===== src/rtl/chaos_subst_pkg.sv =====
// ----------------------------------------------------------------------------
// chaos_subst_pkg
// Shared types and constants for the chaos-cipher pixel substitution stage.
//   subst_state_e : sequencer states (IDLE, RD, WAIT, CALC, WR, FIN)
//   PIX_W_DEF     : default pixel/key width
//   SUM_W         : width of the neighbourhood sum (four pixels -> +2 bits)
//   pix_t         : pixel word at the default width
// ----------------------------------------------------------------------------
package chaos_subst_pkg;

  localparam int PIX_W_DEF = 8;
  localparam int SUM_W     = PIX_W_DEF + 2;

  typedef logic [PIX_W_DEF-1:0] pix_t;

  typedef enum logic [2:0] {
    IDLE = 3'd0,
    RD   = 3'd1,
    WAIT = 3'd2,
    CALC = 3'd3,
    WR   = 3'd4,
    FIN  = 3'd5
  } subst_state_e;

endpackage


===== src/rtl/subst_mod_reduce.sv =====
// ----------------------------------------------------------------------------
// subst_mod_reduce
// Combinational reduction of a SUM_W-bit sum modulo an PIX_W-bit modulus by
// restoring conditional subtraction of f<<k, from the largest shift down to 0.
//   sum : unsigned neighbourhood sum
//   f   : modulus (must be non-zero for a meaningful result)
//   rem : sum mod f, always < f when f != 0
// ----------------------------------------------------------------------------
module subst_mod_reduce
  import chaos_subst_pkg::*;
#(
  parameter int PIX_W = PIX_W_DEF,
  parameter int SUM_W = chaos_subst_pkg::SUM_W
) (
  input  logic [SUM_W-1:0] sum,
  input  logic [PIX_W-1:0] f,
  output logic [PIX_W-1:0] rem
);

  // Wide enough to hold f shifted by SUM_W-1 without losing bits.
  localparam int RW = SUM_W + PIX_W;

  logic [RW-1:0] r;
  logic [RW-1:0] d;

  // Shifts start at SUM_W-1 rather than SUM_W-PIX_W: a small modulus (e.g.
  // f=16 against a sum of 800) needs more than three subtraction steps to
  // bring the remainder below f.
  always_comb begin
    r = RW'(sum);
    d = '0;
    for (int k = SUM_W - 1; k >= 0; k--) begin
      d = RW'(f) << k;
      if (r >= d) r = r - d;
    end
    rem = r[PIX_W-1:0];
  end

endmodule


===== src/rtl/chaos_subst_ctrl.sv =====
// ----------------------------------------------------------------------------
// chaos_subst_ctrl
// Raster-order sequencer for the chaos-cipher pixel substitution stage. Each
// pixel is read from a synchronous-read frame store, combined with its
// original left, up and up-left neighbours (previous row kept in a line
// buffer) and reduced modulo F, then written out through a valid/ready port.
// Four cycles per pixel (RD, WAIT, CALC, WR) with the sink always ready.
//
// Ports:
//   clk, rst_n              clock, asynchronous active-low reset
//   start, key_m/n/f        one-cycle start; keys sampled with it
//   busy, done, err         status; err flags a start with F==0
//   rd_en, rd_addr, rd_data frame-store read port (data 1 cycle after rd_en)
//   wr_valid/ready/addr/data result write port
//   stall_cnt               cycles with wr_valid high and wr_ready low
//
// Build option: define SUBST_STALL_CNT_EN to include the saturating stall
// counter; otherwise stall_cnt is tied to zero.
// ----------------------------------------------------------------------------
module chaos_subst_ctrl
  import chaos_subst_pkg::*;
#(
  parameter int IMG_W  = 256,
  parameter int IMG_H  = 256,
  parameter int PIX_W  = 8,
  parameter int ADDR_W = $clog2(IMG_W*IMG_H)
) (
  input  logic              clk,
  input  logic              rst_n,
  input  logic              start,
  input  logic [PIX_W-1:0]  key_m,
  input  logic [PIX_W-1:0]  key_n,
  input  logic [PIX_W-1:0]  key_f,
  output logic              busy,
  output logic              done,
  output logic              err,
  output logic              rd_en,
  output logic [ADDR_W-1:0] rd_addr,
  input  logic [PIX_W-1:0]  rd_data,
  output logic              wr_valid,
  input  logic              wr_ready,
  output logic [ADDR_W-1:0] wr_addr,
  output logic [PIX_W-1:0]  wr_data,
  output logic [31:0]       stall_cnt
);

  localparam int SW = PIX_W + 2;
  localparam int JW = (IMG_W > 1) ? $clog2(IMG_W) : 1;
  localparam logic [ADDR_W-1:0] LAST_ADDR = ADDR_W'(IMG_W*IMG_H - 1);

  subst_state_e      state_q;
  logic [JW-1:0]     j_q;
  logic              row_q;      // high once i > 0
  logic [ADDR_W-1:0] addr_q;     // i*IMG_W + j of the current pixel

  logic [PIX_W-1:0]  m_q, n_q, f_q;
  logic [PIX_W-1:0]  pix_p0;     // pixel captured at the end of WAIT
  logic [PIX_W-1:0]  left_q;
  logic [PIX_W-1:0]  upleft_q;
  logic [PIX_W-1:0]  lbuf [IMG_W];

  logic [SW-1:0]     sum;
  logic [PIX_W-1:0]  res;

  always_comb begin
    sum = SW'(pix_p0);
    if (!row_q && j_q == '0)
      sum = SW'(pix_p0) + SW'(n_q);
    else if (!row_q)
      sum = SW'(pix_p0) + SW'(m_q);
    else if (j_q == '0)
      sum = SW'(pix_p0) + SW'(lbuf[0]);
    else
      sum = SW'(pix_p0) + SW'(left_q) + SW'(lbuf[j_q]) + SW'(upleft_q);
  end

  subst_mod_reduce #(
    .PIX_W (PIX_W),
    .SUM_W (SW)
  ) u_reduce (
    .sum (sum),
    .f   (f_q),
    .rem (res)
  );

  // Sequencer: all outputs registered.
  always_ff @(posedge clk or negedge rst_n) begin
    if (!rst_n) begin
      state_q  <= IDLE;
      busy     <= 1'b0;
      done     <= 1'b0;
      err      <= 1'b0;
      rd_en    <= 1'b0;
      rd_addr  <= '0;
      wr_valid <= 1'b0;
      wr_addr  <= '0;
      wr_data  <= '0;
      j_q      <= '0;
      row_q    <= 1'b0;
      addr_q   <= '0;
    end else begin
      done  <= 1'b0;
      rd_en <= 1'b0;
      case (state_q)
        IDLE: begin
          if (start) begin
            busy   <= 1'b1;
            err    <= (key_f == '0);
            j_q    <= '0;
            row_q  <= 1'b0;
            addr_q <= '0;
            if (key_f == '0) begin
              state_q <= FIN;
              done    <= 1'b1;
            end else begin
              state_q <= RD;
              rd_en   <= 1'b1;
              rd_addr <= '0;
            end
          end
        end
        RD:   state_q <= WAIT;
        WAIT: state_q <= CALC;
        CALC: begin
          state_q  <= WR;
          wr_valid <= 1'b1;
          wr_addr  <= addr_q;
          wr_data  <= res;
        end
        WR: begin
          if (wr_ready) begin
            wr_valid <= 1'b0;
            if (addr_q == LAST_ADDR) begin
              state_q <= FIN;
              done    <= 1'b1;
            end else begin
              state_q <= RD;
              rd_en   <= 1'b1;
              rd_addr <= addr_q + 1'b1;
              addr_q  <= addr_q + 1'b1;
              if (j_q == JW'(IMG_W - 1)) begin
                j_q   <= '0;
                row_q <= 1'b1;
              end else begin
                j_q <= j_q + 1'b1;
              end
            end
          end
        end
        FIN: begin
          state_q <= IDLE;
          busy    <= 1'b0;
        end
        default: state_q <= IDLE;
      endcase
    end
  end

  // Datapath registers and line buffer carry no reset.
  // upleft takes lbuf[j] before it is overwritten, so at column j+1 it holds
  // the row-above pixel at column j.
  always_ff @(posedge clk) begin
    if (state_q == IDLE && start) begin
      m_q <= key_m;
      n_q <= key_n;
      f_q <= key_f;
    end
    if (state_q == WAIT)
      pix_p0 <= rd_data;
    if (state_q == CALC) begin
      upleft_q   <= lbuf[j_q];
      lbuf[j_q]  <= pix_p0;
      left_q     <= pix_p0;
    end
  end

`ifdef SUBST_STALL_CNT_EN
  logic [31:0] stall_q;

  function automatic logic [31:0] sat_inc(input logic [31:0] v);
    return (v == 32'hFFFF_FFFF) ? v : v + 32'd1;
  endfunction

  always_ff @(posedge clk or negedge rst_n) begin
    if (!rst_n)
      stall_q <= '0;
    else if (state_q == IDLE && start)
      stall_q <= '0;
    else if (wr_valid && !wr_ready)
      stall_q <= sat_inc(stall_q);
  end

  assign stall_cnt = stall_q;
`else
  assign stall_cnt = '0;
`endif

endmodule


===== config.mk =====
export PLATFORM = sky130hd
export DESIGN_NAME = chaos_subst_ctrl
export DESIGN_NICKNAME = d
export VERILOG_FILES = /design/src/rtl/chaos_subst_pkg.sv /design/src/rtl/subst_mod_reduce.sv /design/src/rtl/chaos_subst_ctrl.sv
export SDC_FILE = /design/constraint.sdc
export NUM_CORES = 2
export LEC_CHECK = 0
export CAP_MARGIN = 20
export CORE_ASPECT_RATIO = 1.25
export CORE_MARGIN = 10
export CORE_UTILIZATION = 50
export CTS_CLUSTER_DIAMETER = 100
export CTS_CLUSTER_SIZE = 12
export DETAILED_ROUTE_END_ITERATION = 7
export PLACE_DENSITY = 0.66
export SYNTH_ARGS = -nofsm -noshare
export SYNTH_HDL_FRONTEND = slang
export SYNTH_HIERARCHICAL = 1
export SYNTH_SLANG_ARGS = --single-unit
export TNS_END_PERCENT = 1

===== constraint.sdc =====
create_clock -name clk -period 52.1 [get_ports clk]
set_input_delay 7.815 -clock clk [delete_from_list [all_inputs] [get_ports clk]]
set_output_delay 7.815 -clock clk [all_outputs]
set_load 0.01 [all_outputs]

==> flow_summary.yaml <==
critical_path:
  critPathLaunch: "j_q[0]"
  cp_slowest_cell: "dfrtp_4"
  r2r_end: "wr_data[4]"
  end_kind: "register"
  r2r_start: "j_q[0]"
  crit_required_ns: 52.83
  crit_fanout: 85
  start_kind: "register"
  regToRegSetupSlack_ns: 17.85
  cp_common_cell: "a21oi_1"
  critPathMaxStageDelay_ns: 0.82
  critical_path_class: "reg -> reg"
  reg2reg_depth: 125
  crit_path_end: "wr_data[4]"
  arrival_ns: 34.98
sta:
  skew_ns: 0.0461
  max_freq_ghz: 0.0292
  fin_crit_sh_pct: 65.7
  finalMaxSlewViolations: 0
  finalSetupViolations: 0
  setup_tns_ns: 0
  tightest_slew_ns: 1.21
  slew_headroom_pct: 19.4
  grt_setup_unrepaired: "false"
  hold_violations: 0
  final.min_clock_period_ns: 34.25
detailed_routing:
  detail-route-antenna-nets: 0
  vias_per_cell: 6.30
  drt_first_iter_violations: 5378
  routedWlPerCell_um: 29.0
  drt-total-wl_um: 218000
  first_pass_iters: 8
  drc: 1
  vias: 47400
yosys:
  yosys.cell_types.count: 105
  syn-cell-area_um2: 91100
  synthXorXnorAreaFrac_pct: 0.943
  yosys.area.top_type: "edfxtp_1"
  synth_area_per_cell_um2: 18.3
  synth.area.top_cells: "edfxtp_1 69%, mux4_2 13%, dfrtp_1 2.0%"
  synth_top_family_by_area: "multiplexers"
  synth_compound_area_share_pct: 6.15
  synth_edf_count: 2096
  synth_top_area_share_pct: 69.1
  muxShareOfSynthArea_pct: 13.2
  synth-main-ff-cell: "edfxtp_1"
  netlist_instances: 4987
  ys_ff_latch: 2169
  yosys.area_share.adder_pct: 2.17
  ys_warn_count: 6
  synth-simple-area-share_pct: 4.31
  synth-seq-area-share_pct: 71.1
  postSynth.asyncResetShare_pct: 3.37
clock_network:
  cts_buffer_depth: 3
  cts.reportedPaths.clkPinSlew_ns: 0.06
  tritoncts: "built"
  holdBufCountCts: 0
  post-cts-setup-buffers: 0
  h-tree-depth: 4
  cts_resized: 0
  clock-root-buffer: "clkbuf_16"
  cts.sinks: 2169
  clk_latency_ns: 0.85
  numCtsBuffers: 200
global_route:
  grt_use_total_pct: 21.6
  grt_pass1_vias: 48800
  grt_pass1_wl_um: 325000
  grt.overflow.total: 0
  antenna_found_initial: 4
  grt_max_degree: 204
placement:
  placed_cell_area_um2: 94200
  hpwl_um: 132000
  portBuffers: 80
  routabilityCongestion: 0.828
layout:
  drive_gt1_share_pct: 17.6
  area_delta_synth_final_pct: 9.43
  stdcell_area_um2: 99700
  final_cell_mix: "2096 x edfxtp_1, 513 x mux4_2, 394 x nor2_1"
  final_common_cell: "edfxtp_1"
  nNetsFinal: 5264
floorplanning:
  start_util_pct: 50.2
  coreArea_um2: 182000
  ios: 113
  die_area_um2: 200000
  rows: 175
  die_w_um: 402
  chipHeight_um: 497
status:
  failed_checks: "design-rule violations"
  status: "finished, violations left"
job:
  maxCapViolCount: 0
hold_path:
  hp-class: "reg -> reg"
-- synthesized netlist by cell type (all sizes together), types with 48 or more instances --
library cell / instances
a22oi: 143
a22o: 66
o21ai: 93
clkbuf: 155
xnor2: 74
inv: 85
mux4: 513
ha: 113
buf: 144
a21oi: 170
a221oi: 68
edfxtp: 2096
dfrtp: 73
nor2: 396
a21o: 48
nand2: 220
-- flip-flops by register name, indices dropped and copies added (netlist names), 3 cells and up --
name and count:
m_q 8, wr_addr 16, left_q 8, f_q 8, n_q 8, pix_p0 8
rd_addr 16, state_q 3, upleft_q 8, addr_q 16, wr_data 8, j_q 8
lbuf 2048
-- worst min path at each step --
stage                     startpoint          end  slack (ns)  cells after the start
after floorplan           addr_q[14]  wr_addr[14]        0.50                      2
after global placement      wr_valid     wr_valid        0.46                      2
after detailed placement  wr_addr[3]   wr_addr[3]        0.47                      2
after CTS                 wr_addr[3]   wr_addr[3]        0.48                      2
after global routing      wr_addr[6]   wr_addr[6]        0.51                      2
final                     wr_addr[3]   wr_addr[3]        0.47                      2
-- routing by layer --
| metal | vias up | wire (um) | global-route usage, % |
|---|---|---|---|
| met5 | - | 58 | 0 |
| met4 | 4 | 7330 | 7.45 |
| met3 | 372 | 14200 | 3.35 |
| met2 | 1826 | 113000 | 37.4 |
| met1 | 24900 | 83600 | 27.8 |
| li1 | 20300 | - | - |
-- critical path, delay by kind of cell, from the launching register on --
family / cells / cell delay, ns
adder cells (fa/ha/maj): 12 / 4.04
AND/OR/NAND/NOR: 41 / 10.55
flip-flops: 1 / 0.82
buffers and inverters: 8 / 3.02
multiplexers: 7 / 2.67
AO/OA/AOI/OAI: 57 / 12.76
-- stage by stage --
| step | instances | utilization, % | setup slack [ns] | hold slack [ns] |
|---|---|---|---|---|
| after floorplan | 5018 | - | 23.21 | 0.495 |
| after global placement | 7273 | 51.9 | 18.58 | 0.462 |
| after detailed placement | 7273 | 51.9 | 18.09 | 0.467 |
| after CTS | 7517 | 54.9 | 17.97 | 0.483 |
| after global routing | 7519 | 54.9 | 14.64 | 0.508 |
| final | 7519 | 54.9 | 17.85 | 0.474 |
-- area by class of cell --
type	instances	area (um2)
well taps	2389	2990
clock inverters	15	225
repair buffers	166	1590
clock buffers	229	5200
inverters	87	327
fillers	13700	81900
flip-flops and latches	2169	64800
multi-input cells	2463	24500
diodes	1	2.50
-- logic make-up (layout without fill, tap and decap cells) --
logic type | count (synthesis) | in the layout
flip-flops | 2169 | 2169
AND/OR/NAND/NOR | 856 | 856
adder cells (fa/ha/maj) | 141 | 141
XOR/XNOR | 98 | 98
buffers and inverters | 386 | 497
multiplexers | 553 | 553
other | 1 | 33
AO/OA/AOI/OAI | 783 | 783
Power is not shown: default switching activity piles up to over one toggle a cycle in this logic, so the estimate is an artifact.
